===== src/rtl/cskip_a32_pkg.sv =====
// Shared constants for the 32-bit carry-skip adder cskip_a32.
// Holds the datapath widths, the default skip-block width and the derived
// block count used by the top level and the testbench.
package cskip_a32_pkg;

  localparam int DATA_W          = 32;
  localparam int SUM_W           = 33;
  localparam int BLOCK_W_DEFAULT = 4;

  // Number of skip blocks needed to cover the datapath for a block width.
  function automatic int num_blocks(input int bw);
    return DATA_W / bw;
  endfunction

  localparam int NUM_BLOCKS = num_blocks(BLOCK_W_DEFAULT);

endpackage : cskip_a32_pkg


===== src/rtl/cskip_a32_block.sv =====
// cskip_block: one W-bit ripple-carry block with a carry-skip mux.
// When every bit position propagates, the incoming carry bypasses the
// ripple chain and drives cout directly.
module cskip_block
  import cskip_a32_pkg::*;
#(
  parameter int W = BLOCK_W_DEFAULT
) (
  input  logic [W-1:0] a,
  input  logic [W-1:0] b,
  input  logic         cin,
  output logic [W-1:0] s,
  output logic         cout
);

  logic c_ripple;
  logic p_grp;

  // Ripple the carry through the block and build the group propagate term.
  always_comb begin
    c_ripple = cin;
    p_grp    = 1'b1;
    s        = '0;
    for (int i = 0; i < W; i++) begin
      s[i]     = a[i] ^ b[i] ^ c_ripple;
      c_ripple = (a[i] & b[i]) | (c_ripple & (a[i] ^ b[i]));
      p_grp    = p_grp & (a[i] ^ b[i]);
    end
  end

  // Skip mux: a fully propagating block forwards its carry-in unchanged.
  assign cout = p_grp ? cin : c_ripple;

endmodule : cskip_block


===== src/rtl/cskip_a32.sv =====
// cskip_a32: registered 32-bit signed carry-skip adder producing a 33-bit
// exact sum, one result per cycle.
// Optional build macro: CSKIP_A32_IN_REG_EN registers A, B and in_valid in
// front of the adder (latency 2 instead of 1). BLOCK_W must divide 32
// (2, 4 or 8).
module cskip_a32
  import cskip_a32_pkg::*;
#(
  parameter int BLOCK_W = BLOCK_W_DEFAULT
) (
  input  logic                     clk,
  input  logic                     rst_n,
  input  logic                     in_valid,
  input  logic signed [DATA_W-1:0] A,
  input  logic signed [DATA_W-1:0] B,
  output logic                     out_valid,
  output logic signed [SUM_W-1:0]  SUM
);

  localparam int NBLK = num_blocks(BLOCK_W);

  logic [DATA_W-1:0] add_a;
  logic [DATA_W-1:0] add_b;
  logic              add_vld;
  logic [DATA_W-1:0] sum_lo;
  logic              c32;
  logic [SUM_W-1:0]  sum_d;
  logic [SUM_W-1:0]  sum_q;
  logic              out_valid_q;

`ifdef CSKIP_A32_IN_REG_EN
  logic [DATA_W-1:0] a_q;
  logic [DATA_W-1:0] b_q;
  logic              vld_q;

  // Input stage: capture the operand pair; reset clears it so nothing stale
  // reaches the adder after reset.
  always_ff @(posedge clk) begin
    if (!rst_n) begin
      a_q   <= '0;
      b_q   <= '0;
      vld_q <= 1'b0;
    end else begin
      a_q   <= A;
      b_q   <= B;
      vld_q <= in_valid;
    end
  end

  assign add_a   = a_q;
  assign add_b   = b_q;
  assign add_vld = vld_q;
`else
  assign add_a   = A;
  assign add_b   = B;
  assign add_vld = in_valid;
`endif

  // Chain of skip blocks; block 0 has no carry-in, each later block takes
  // the carry-out of its predecessor.
  for (genvar gi = 0; gi < NBLK; gi++) begin : gen_blk
    logic blk_cin;
    logic blk_cout;

    if (gi == 0) begin : gen_first
      assign blk_cin = 1'b0;
    end else begin : gen_rest
      assign blk_cin = gen_blk[gi-1].blk_cout;
    end

    cskip_block #(
      .W(BLOCK_W)
    ) u_blk (
      .a   (add_a[gi*BLOCK_W +: BLOCK_W]),
      .b   (add_b[gi*BLOCK_W +: BLOCK_W]),
      .cin (blk_cin),
      .s   (sum_lo[gi*BLOCK_W +: BLOCK_W]),
      .cout(blk_cout)
    );
  end

  assign c32 = gen_blk[NBLK-1].blk_cout;

  // The 33rd bit is the true sign of the sign-extended sum, so no overflow
  // is possible.
  assign sum_d = {add_a[DATA_W-1] ^ add_b[DATA_W-1] ^ c32, sum_lo};

  // Output register: load on a valid pair, otherwise hold the last result.
  always_ff @(posedge clk) begin
    if (!rst_n) begin
      sum_q       <= '0;
      out_valid_q <= 1'b0;
    end else begin
      out_valid_q <= add_vld;
      if (add_vld) begin
        sum_q <= sum_d;
      end
    end
  end

  assign SUM       = sum_q;
  assign out_valid = out_valid_q;

endmodule : cskip_a32


===== config.mk =====
export PLATFORM = sky130hd
export DESIGN_NAME = cskip_a32
export DESIGN_NICKNAME = d
export VERILOG_FILES = /design/src/rtl/cskip_a32_pkg.sv /design/src/rtl/cskip_a32_block.sv /design/src/rtl/cskip_a32.sv
export SDC_FILE = /design/constraint.sdc
export NUM_CORES = 1
export LEC_CHECK = 0
export ABC_CLOCK_PERIOD_IN_PS = 31500
export CORE_UTILIZATION = 49
export CTS_CLUSTER_DIAMETER = 150
export CTS_CLUSTER_SIZE = 16
export DETAILED_ROUTE_END_ITERATION = 10
export PLACE_DENSITY = 0.93
export SLEW_MARGIN = 25
export SYNTH_ARGS = -nofsm -noshare
export SYNTH_HDL_FRONTEND = slang
export SYNTH_HIERARCHICAL = 1
export SYNTH_SLANG_ARGS = --single-unit

===== constraint.sdc =====
create_clock -name clk -period 31.5 [get_ports clk]
set_clock_uncertainty 0.15 [all_clocks]
set_input_delay 3.15 -clock clk [delete_from_list [all_inputs] [get_ports clk]]
set_output_delay 3.15 -clock clk [all_outputs]
set_load 0.005 [all_outputs]

==> summary.md, run 1 <==
| Metric | Value |
|---|---|
| Status | `completed` |
| WL final | `5672 um` |
| Initial antenna violation count | `0` |
| Ys async rst share | `0%` |
| WP data required | `31550 ps` |
| Worst hold path class | `reg2reg` |
| Leakage | `0.001917 uW` |
| Area grow syn2layout | `38.98%` |
| Worst hold slack | `370.0 ps` |
| Clk root buf | `clkbuf_8` |
| Antenna diodes | `0` |
| Reg area | `680.7 sq um` |
| CTS Sinks | `34` |
| Clk Latency, worst-skew pair | `270 ps` |
| Slew HR | `29.79%` |
| Period minus WS final | `15780 ps` |
| Max Cap Violations | `0` |
| Syn avg cell area | `10.50 sq um` |
| Mapped cell area | `0.002783 sq mm` |
| Worst Reg-to-Reg Cells | `2` |
| 1st-iter DRT viols | `34` |
| Synth warnings | `6` |
| Top_reg_cell synth | `dfxtp_1` |
| Slowest stage cell, crit path | `clkdlybuf4s50_1` |
| Initial Util | `50.53%` |
| Final period util | `50.09%` |
| Worst Tran Pin Value | `1053 ps` |
| Count leader, synth | `inv_1` |
| Io pins | `101` |
| Final ANT Viol Nets | `0` |
| CP startpoint kind | `input port` |
| Global route overflow | `0` |
| Wire per inst | `12.98 um` |
| H-tree levels | `2` |
| Sequential share of the synthesized area | `24.46%` |
| Mapped Cells | `265` |
| Final HPWL DP | `4624 um` |
| # resized after CTS | `0` |
| Cell mode on critical path | `fa_1` |
| Die height | `77.36 um` |
| Vias post-DR | `2018` |
| Post-Layout Cell Count | `437` |
| Final non-filler cell area | `0.003867 sq mm` |
| Final net count | `495` |
| GRT Util Overall | `20.35%` |
| Max incr delay on CP | `490 ps` |
| Die W | `77.36 um` |
| Fmax | `0.06338 GHz` |
| RSZ-0062 raised after global routing | `false` |
| Placed Cells | `429` |
| CTS tree | `built` |
| Power density cells | `34.40 mW/mm^2` |
| Multi-input gate area | `0.001744 sq mm` |
| Synthesized flop and latch total | `34` |
| Via/cell ratio | `4.618` |
| Die Area | `0.005985 sq mm` |
| Leading area contributor after synthesis | `dfxtp_1` |
| Synth top area share | `24.46%` |
| Post-Syn Nets | `396` |
| Setup crit end kind | `register` |
| Synth cell count leaders | `72 x inv_1, 40 x mux2i_1, 34 x dfxtp_1` |
| Slew Viols, Final | `0` |
| Global-route wire length before repair | `9570 um` |
| Core area | `0.005507 sq mm` |
| DR pass1 iterations | `6` |
| Number of global-route vias before repair | `2217` |
| Post-synth cell types | `18` |
| Filler instances | `400` |
| Number of remaining DRC errors | `0` |
| CTS Buf Count | `5` |
| Cts hold-fix bufs | `0` |
| Setup TNS | `0 ps` |
| Setup CP Type | `in2reg` |
| Number of flops mapped to enable cells by yosys | `0` |
| Post-CTS setup buffer count | `0` |
| Worst Path Max Fanout | `2` |
| # setup viols final | `0` |
| Clk slew on worst S/H paths | `70 ps` |
| Port buffer count | `100` |
| Worst-case vdd ir drop | `22.07 uV` |
| Row count | `27` |
| Fraction of layout cells with a size suffix above 1 | `2.740%` |
| Largest net degree at the start of global routing | `37` |
| Top cells by area, synth | `dfxtp_1 24%, fa_1 23%, ha_1 14%, mux2i_1 14%, inv_1 9.7%` |
| Area after DPL | `0.003781 sq mm` |
| Hold Violations, Final | `0` |
| Final GP Congestion | `0.8083` |
| Longest Clk Path Bufs | `2` |
| Hold path depth | `2` |
| Critical path arrival | `15830 ps` |
## cell usage in the layout (no fill, tap or decap), drive strengths merged
| cell type | count |
|---|---|
| inv | 72 |
| buf | 2 |
| conb | 1 |
| clkinv | 1 |
| clkdlybuf4s50 | 98 |
| nand4b | 1 |
| mux2i | 40 |
| nand3b | 1 |
| o211ai | 1 |
| clkbuf | 7 |
| ha | 32 |
| nand4 | 8 |
| and2 | 1 |
| fa | 32 |
| dfxtp | 34 |
| nor2b | 32 |
| nand3 | 1 |
| xor2 | 1 |
## per-stage QoR
stage	worst slack (ps)	total power [uW]	utilization, %
2_1_floorplan	17180	75.60	-
3_3_place_gp	16010	98.44	68.67
3_5_place_dp	15450	101.4	68.67
4_1_cts	15650	134.7	70.32
5_1_grt	14900	143.0	70.23
6_report	15720	133.1	70.23
## metal layers
layer | wire [um] | share of wire, % | global-route usage, % | vias up
li1 | - | - | - | 981
met2 | 3209 | 57 | 40.80 | 53
met3 | 228 | 4.0 | 3.529 | 4
met1 | 2195 | 39 | 21.94 | 980
met4 | 38 | 0.67 | 3.962 | 0
met5 | 0 | 0 | 0 | -
## critical path: cells and delay by family
family          cells  cell delay, ps
simple gates        1             170
xor+xnor            1             260
buf+inv            25            2290
mux                 8            1230
fa+ha+maj          32            8620
compound gates      1             110
## registers in the layout, indices dropped and copies added, names as in the netlist
| name | flops |
|---|---|
| SUM | 33 |
| out_valid | 1 |
## cell families (layout without fill, tap and decap cells)
logic type / count (synthesis) / after routing / share of synthesized area (%)
multiplexers: 40 / 40 / 14.39
adder cells (fa/ha/maj): 64 / 64 / 37.41
flip-flops: 34 / 34 / 24.46
other: 1 / 1 / 0.1348
AO/OA/AOI/OAI: 1 / 1 / 0.4496
buffers and inverters: 80 / 180 / 12.86
AND/OR/NAND/NOR: 44 / 44 / 9.982
XOR/XNOR: 1 / 1 / 0.3148
## final cells by class
type / instances / share of cell area, %
clock inverter: 1 / 0.1294
multi-input combinational: 151 / 45.10
clock buffer: 7 / 2.232
inverter: 72 / 6.988
timing repair buffer: 100 / 25.62
tap: 72 / 2.329
sequential: 34 / 17.60
## final timing paths
check	from	end	slack, ps
worst max-delay path	A[0]	SUM[32]	15720
worst min-delay path	SUM[0]	SUM[0]	370
worst max register to register	SUM[17]	SUM[17]	30710
worst min register to register	SUM[0]	SUM[0]	370
## power breakdown
group	total (uW)	internal (uW)	switching [uW]	leakage, uW
Sequential	50.4	48.0	2.46	0.000281
Clock	32.9	17.6	15.3	0.0000482
Combinational	49.7	28.5	21.2	0.00159
(Power assumes the default switching activity.)
==> inputs of run 2 (changes only) <==
Settings changed: ABC_CLOCK_PERIOD_IN_PS 31500 to 14900, CORE_UTILIZATION 49 to 46, PLACE_DENSITY 0.93 to 0.88.
Clock period 31.5 ns to 14.9 ns, I/O delays scaled along.
==> run 2 against run 1 <==
  * Cell area decreased by 0.19%
  * Core utilization decreased by 2.2 points
  * Critical path depth unchanged
  * Worst hold slack got worse by 4.7 ps
  * Critical endpoint unchanged
  * Die area increased by 6.3%
  * First-iteration DRC count decreased by 44%
  * Sequential share of layout area about the same
  * Clock power increased by 91%
  * Combinational power increased by 110%
  * Register-to-register slack got worse by 17000 ps
  * Flip-flop and latch count unchanged
  * Sequential power increased by 110%
==> summary.md, run 2 (synthesized netlist as in run 1, its figures left out) <==
| Metric | Value |
|---|---|
| Setup crit end kind | `register (unchanged)` |
| Worst Tran Pin Value | `1018 ps (was 1053 ps)` |
| Largest net degree at the start of global routing | `37 (unchanged)` |
| Final ANT Viol Nets | `0 (unchanged)` |
| 1st-iter DRT viols | `19 (was 34)` |
| Final period util | `93.56%` |
| Worst Reg-to-Reg Cells | `2 (unchanged)` |
| Clk Latency, worst-skew pair | `280 ps (was 270 ps)` |
| Area after DPL | `0.003781 sq mm (unchanged)` |
| Antenna diodes | `0 (unchanged)` |
| CTS tree | `built (unchanged)` |
| Most common cell after layout, fill and taps aside | `clkdlybuf4s50_1 (unchanged)` |
| Fraction of layout cells with a size suffix above 1 | `2.466% (was 2.740%)` |
| Number of global-route vias before repair | `2105 (was 2217)` |
| Via/cell ratio | `4.549 (was 4.618)` |
| Fmax | `0.07174 GHz` |
| Capture point of the worst path | `SUM[32] (unchanged)` |
| Post-CTS setup buffer count | `0 (unchanged)` |
| Filler instances | `434 (was 400)` |
| WL final | `5298 um (was 5672 um)` |
| Setup slack at placement | `585.5 ps (was 15450 ps)` |
| H-tree levels | `2 (unchanged)` |
| Vias post-DR | `1988 (was 2018)` |
| Longest Clk Path Bufs | `2 (unchanged)` |
| CP startpoint | `A[0] (unchanged)` |
| Row count | `27 (unchanged)` |
| CP startpoint kind | `input port (unchanged)` |
| Slew Viols, Final | `0 (unchanged)` |
| Status | `completed (unchanged)` |
| CTS Sinks | `34 (unchanged)` |
| Slowest stage cell, crit path | `clkdlybuf4s50_1 (unchanged)` |
| Initial antenna violation count | `0 (unchanged)` |
| Cts hold-fix bufs | `0 (unchanged)` |
| # resized after CTS | `0 (unchanged)` |
| Worst-case vdd ir drop | `36.80 uV (was 22.07 uV)` |
| Wire per inst | `12.12 um (was 12.98 um)` |
| Power density cells | `70.99 mW/mm^2 (was 34.40 mW/mm^2)` |
| Max reg flops | `33 (unchanged)` |
| Commonest cells after routing, fill and taps aside | `98 x clkdlybuf4s50_1, 72 x inv_1, 40 x mux2i_1, 34 x dfxtp_1 (unchanged)` |
| Io pins | `101 (unchanged)` |
| Hold Violations, Final | `0 (unchanged)` |
| Final GP Congestion | `0.7512 (was 0.8083)` |
| Worst Path Max Fanout | `2 (unchanged)` |
| Reg2reg start | `SUM[19] (was SUM[17])` |
| Die W | `79.78 um (was 77.36 um)` |
| Period minus WS final | `13940 ps` |
| Global-route wire length before repair | `8880 um (was 9570 um)` |
| Worst R2R End | `SUM[19] (was SUM[17])` |
| Leakage | `0.001912 uW (was 0.001917 uW)` |
| Port buffer count | `100 (unchanged)` |
| Die height | `79.78 um (was 77.36 um)` |
| Cell mode on critical path | `fa_1 (unchanged)` |
| Max Cap Violations | `0 (unchanged)` |
| Final net count | `496 (was 495)` |
| Clk slew on worst S/H paths | `60 ps (was 70 ps)` |
| Worst hold path class | `reg2reg (unchanged)` |
| Max incr delay on CP | `480 ps (was 490 ps)` |
| Die Area | `0.006364 sq mm (was 0.005985 sq mm)` |
| Slew HR | `32.10% (was 29.79%)` |
| Setup CP Type | `in2reg (unchanged)` |
| WP data required | `14910 ps (was 31550 ps)` |
| DR pass1 iterations | `4 (was 6)` |
| Global route overflow | `0 (unchanged)` |
| R2r setup slk | `14100 ps (was 30710 ps)` |
| Clk root buf | `clkbuf_8 (unchanged)` |
| # setup viols final | `0 (unchanged)` |
| Final HPWL DP | `4312 um (was 4624 um)` |
| Core area | `0.005675 sq mm (was 0.005507 sq mm)` |
| Initial Util | `49.03% (was 50.53%)` |
| Number of remaining DRC errors | `0 (unchanged)` |
| CTS Buf Count | `5 (unchanged)` |
| Area grow syn2layout | `38.71% (was 38.98%)` |
| Critical path arrival | `13950 ps (was 15830 ps)` |
| Final non-filler cell area | `0.003860 sq mm (was 0.003867 sq mm)` |
| GRT Util Overall | `18.06% (was 20.35%)` |
| Final worst setup slack | `959.9 ps (was 15720 ps)` |
## run 2: cell count changes in the layout (fill, tap and decap cells not counted)
cell      previous run  this run
buf_4                0         1
clkbuf_1             1         2
clkinv_2             1         0
clkbuf_8             6         5
## run 2: worst max-delay path: cells and delay by family
family          cells  cell delay [ps]
fa+ha+maj          32             8570
buf+inv            26             2350
mux                 8             1220
xor+xnor            1              220
compound gates      1               70
## run 2: report_power, final
group	switching, uW	internal (uW)
clock network	30.8	32.1
logic	43.7	60.5
registers	5.34	101
## run 2: layout make-up
class / count / area (sq um) / share of cell area [%]
multi-input cells: 151 / 1744 / 45.19
repair buffers: 101 / 998.5 / 25.87
flip-flops and latches: 34 / 680.7 / 17.63
inverters: 72 / 270.3 / 7.002
well taps: 72 / 90.09 / 2.334
clock buffers: 7 / 76.32 / 1.977
## run 2: through the flow
stage	hold WS [ps]	cells	util, %	TNS, ps	total power (uW)
finish	365.4	437	68.01	0	274.0
global placement	345.4	429	66.62	0	209.4
global route	386.8	437	68.01	-37.83	295.6
floorplan	357.3	265	-	0	159.8
detailed placement	356.7	429	66.62	0	213.9
CTS	372.9	436	67.97	0	278.9
## run 2: worst min path at each step
stage | start | to | slack (ps) | depth (start not counted)
2_1_floorplan | SUM[10] | SUM[10] | 360 | 2
3_3_place_gp | SUM[12] | SUM[12] | 350 | 2
3_5_place_dp | SUM[15] | SUM[15] | 360 | 2
4_1_cts | SUM[15] | SUM[15] | 370 | 2
5_1_grt | SUM[11] | SUM[11] | 390 | 2
6_report | SUM[15] | SUM[15] | 370 | 2
## run 2: layer usage
layer	track usage, %	routed length [um]	share of wire (%)	up-vias
met3	3.886	304	5.7	4
li1	-	-	-	984
met4	4.286	22	0.42	0
met2	34.36	2807	53	51
met1	20.28	2163	41	949
met5	0	0	0	-
==> inputs of run 3 (changes only) <==
Settings changed: CORE_UTILIZATION 46 to 39, PLACE_DENSITY 0.88 to 0.77.
==> run 3 against run 2 <==
  * Sequential power hardly changed
  * Clock power is 10% higher
  * Highest routed layer unchanged
  * Register-to-register slack better by 20 ps
  * Cell count is 5.5% higher
==> summary.md, run 3 (synthesized netlist as in run 1, its figures left out) <==
| Metric | Value |
|---|---|
| Status | `completed (unchanged)` |
| Port buffer count | `100 (unchanged)` |
| Final ANT Viol Nets | `0 (unchanged)` |
| Largest net degree at the start of global routing | `37 (unchanged)` |
| # resized after CTS | `0 (unchanged)` |
| CP startpoint kind | `input port (unchanged)` |
| 1st-iter DRT viols | `28 (was 19)` |
| RSZ-0062 raised after global routing | `false` |
| Fraction of layout cells with a size suffix above 1 | `2.740% (was 2.466%)` |
| GRT Util Overall | `15.42% (was 18.06%)` |
| Critical path arrival | `13840 ps (was 13950 ps)` |
| Switching portion of total power | `28.72% (was 29.16%)` |
| Clk root buf | `clkbuf_8 (unchanged)` |
| Longest Clk Path Bufs | `2 (unchanged)` |
| Max Cap Violations | `0 (unchanged)` |
| Io pins | `101 (unchanged)` |
| H-tree levels | `2 (unchanged)` |
| Die height | `86.47 um (was 79.78 um)` |
| Grt peak-use layer | `met2 (unchanged)` |
| Setup CP Type | `in2reg (unchanged)` |
| CTS Sinks | `34 (unchanged)` |
| Slew HR | `32.77% (was 32.10%)` |
| Core area | `0.006832 sq mm (was 0.005675 sq mm)` |
| Via/cell ratio | `4.243 (was 4.549)` |
| WP data required | `14960 ps (was 14910 ps)` |
| Clock power frac | `24.9% (was 23.0%)` |
| Fmax | `0.07258 GHz (was 0.07174 GHz)` |
| Final period util | `92.47% (was 93.56%)` |
| Worst Tran Pin Value | `1008 ps (was 1018 ps)` |
| DR pass1 iterations | `4 (unchanged)` |
| Clk Latency, worst-skew pair | `280 ps (about the same)` |
| Wire per inst | `11.26 um (was 12.12 um)` |
| Worst Path Max Fanout | `2 (unchanged)` |
| Post-CTS setup buffer count | `0 (unchanged)` |
| Worst hold slack | `365.3 ps (was 365.4 ps)` |
| Setup TNS | `0 ps (unchanged)` |
| Met1 usage | `17.97% (was 20.28%)` |
| Final HPWL DP | `4239 um (was 4312 um)` |
| Final GP Congestion | `0.7455 (was 0.7512)` |
| Global-route wire length before repair | `9204 um (was 8880 um)` |
| CTS tree | `built (unchanged)` |
| Slowest stage cell, crit path | `clkdlybuf4s50_1 (unchanged)` |
| Cell mode on critical path | `fa_1 (unchanged)` |
| Clk slew on worst S/H paths | `70 ps (was 60 ps)` |
| Row count | `30 (was 27)` |
| Number of global-route vias before repair | `2139 (was 2105)` |
| Worst hold path class | `reg2reg (unchanged)` |
| Max reg flops | `33 (unchanged)` |
| Global route overflow | `0 (unchanged)` |
| CTS Buf Count | `5 (unchanged)` |
| Die Area | `0.007477 sq mm (was 0.006364 sq mm)` |
| Sequential power share | `38.4% (was 39.0%)` |
| Internal power | `198.5 uW (was 194.1 uW)` |
| Max incr delay on CP | `480 ps (about the same)` |
| Leakage | `0.001917 uW (was 0.001912 uW)` |
| Combinational Power Share | `36.6% (was 38.0%)` |
| P_sw | `79.95 uW (was 79.91 uW)` |
| Number of remaining DRC errors | `0 (unchanged)` |
| Initial antenna violation count | `0 (unchanged)` |
| WL final | `5189 um (was 5298 um)` |
| Slew Viols, Final | `0 (unchanged)` |
| Worst-case vdd ir drop | `41.24 uV (was 36.80 uV)` |
| Period minus WS final | `13780 ps (was 13940 ps)` |
| Most common cell after layout, fill and taps aside | `clkdlybuf4s50_1 (unchanged)` |
| Initial Util | `40.73% (was 49.03%)` |
| Cts hold-fix bufs | `0 (unchanged)` |
| Commonest cells after routing, fill and taps aside | `98 x clkdlybuf4s50_1, 72 x inv_1, 40 x mux2i_1, 34 x dfxtp_1 (unchanged)` |
| Die W | `86.47 um (was 79.78 um)` |
| Vias post-DR | `1956 (was 1988)` |
| Setup crit end kind | `register (unchanged)` |
| Hold Violations, Final | `0 (unchanged)` |
| Final net count | `495 (was 496)` |
| Antenna diodes | `0 (unchanged)` |
| Global-route track usage on met2 | `28.79% (was 34.36%)` |
| Area grow syn2layout | `40.06% (was 38.71%)` |
| # setup viols final | `0 (unchanged)` |
| Power density cells | `71.43 mW/mm^2 (was 70.99 mW/mm^2)` |
| Met3 global-route usage | `3.333% (was 3.886%)` |
[run 3: path summary, 6_finish.rpt]
check / to / depth (start not counted) / slack, ps / startpoint
worst max-delay path: SUM[32] / 68 / 1120 / A[0]
worst min-delay path: SUM[18] / 2 / 370 / SUM[18]
worst max register to register: SUM[22] / 2 / 14120 / SUM[22]
worst min register to register: SUM[18] / 2 / 370 / SUM[18]
[run 3: area by class of cell]
type                            count  area [sq um]
Multi-Input combinational cell    151          1744
Clock inverter                      1         5.005
Sequential cell                    34         680.7
Inverter                           72         270.3
Clock buffer                        7         86.33
Fill cell                         624          2934
Timing Repair Buffer              100         991.0
Tap cell                           96         120.1
[run 3: per-stage QoR]
stage	util, %	std cells	total power [uW]	setup WS [ps]	cell area, sq um
2_1_floorplan	-	265	159.8	2245	2783
3_3_place_gp	55.79	453	209.7	1070	3811
3_5_place_dp	55.79	453	213.0	721.2	3811
4_1_cts	57.12	461	285.0	964.7	3902
5_1_grt	57.05	461	301.6	129.0	3897
6_report	57.05	461	278.4	1123	3897
[run 3: per-layer routing]
metal | part of all wire, % | up-vias
met5 | 0 | -
met2 | 51 | 55
met1 | 43 | 921
met3 | 5.6 | 2
li1 | - | 978
met4 | 0.37 | 0
[run 3: power by group through the flow]
stage / Combinational, uW / Sequential, uW / Clock (uW)
final: 102 / 107 / 69.5
after global routing: 118 / 108 / 75.7
after CTS: 105 / 107 / 73.0
after detailed placement: 104 / 109 / 0
after global placement: 101 / 109 / 0
after floorplan: 50.6 / 109 / 0
[run 3: worst max-delay path: cells and delay by family]
| kind | cells | cell delay (ps) |
|---|---|---|
| AO/OA/AOI/OAI | 1 | 90 |
| multiplexers | 8 | 1170 |
| adder cells (fa/ha/maj) | 32 | 8540 |
| XOR/XNOR | 1 | 240 |
| buffers and inverters | 25 | 2170 |
| AND/OR/NAND/NOR | 1 | 140 |
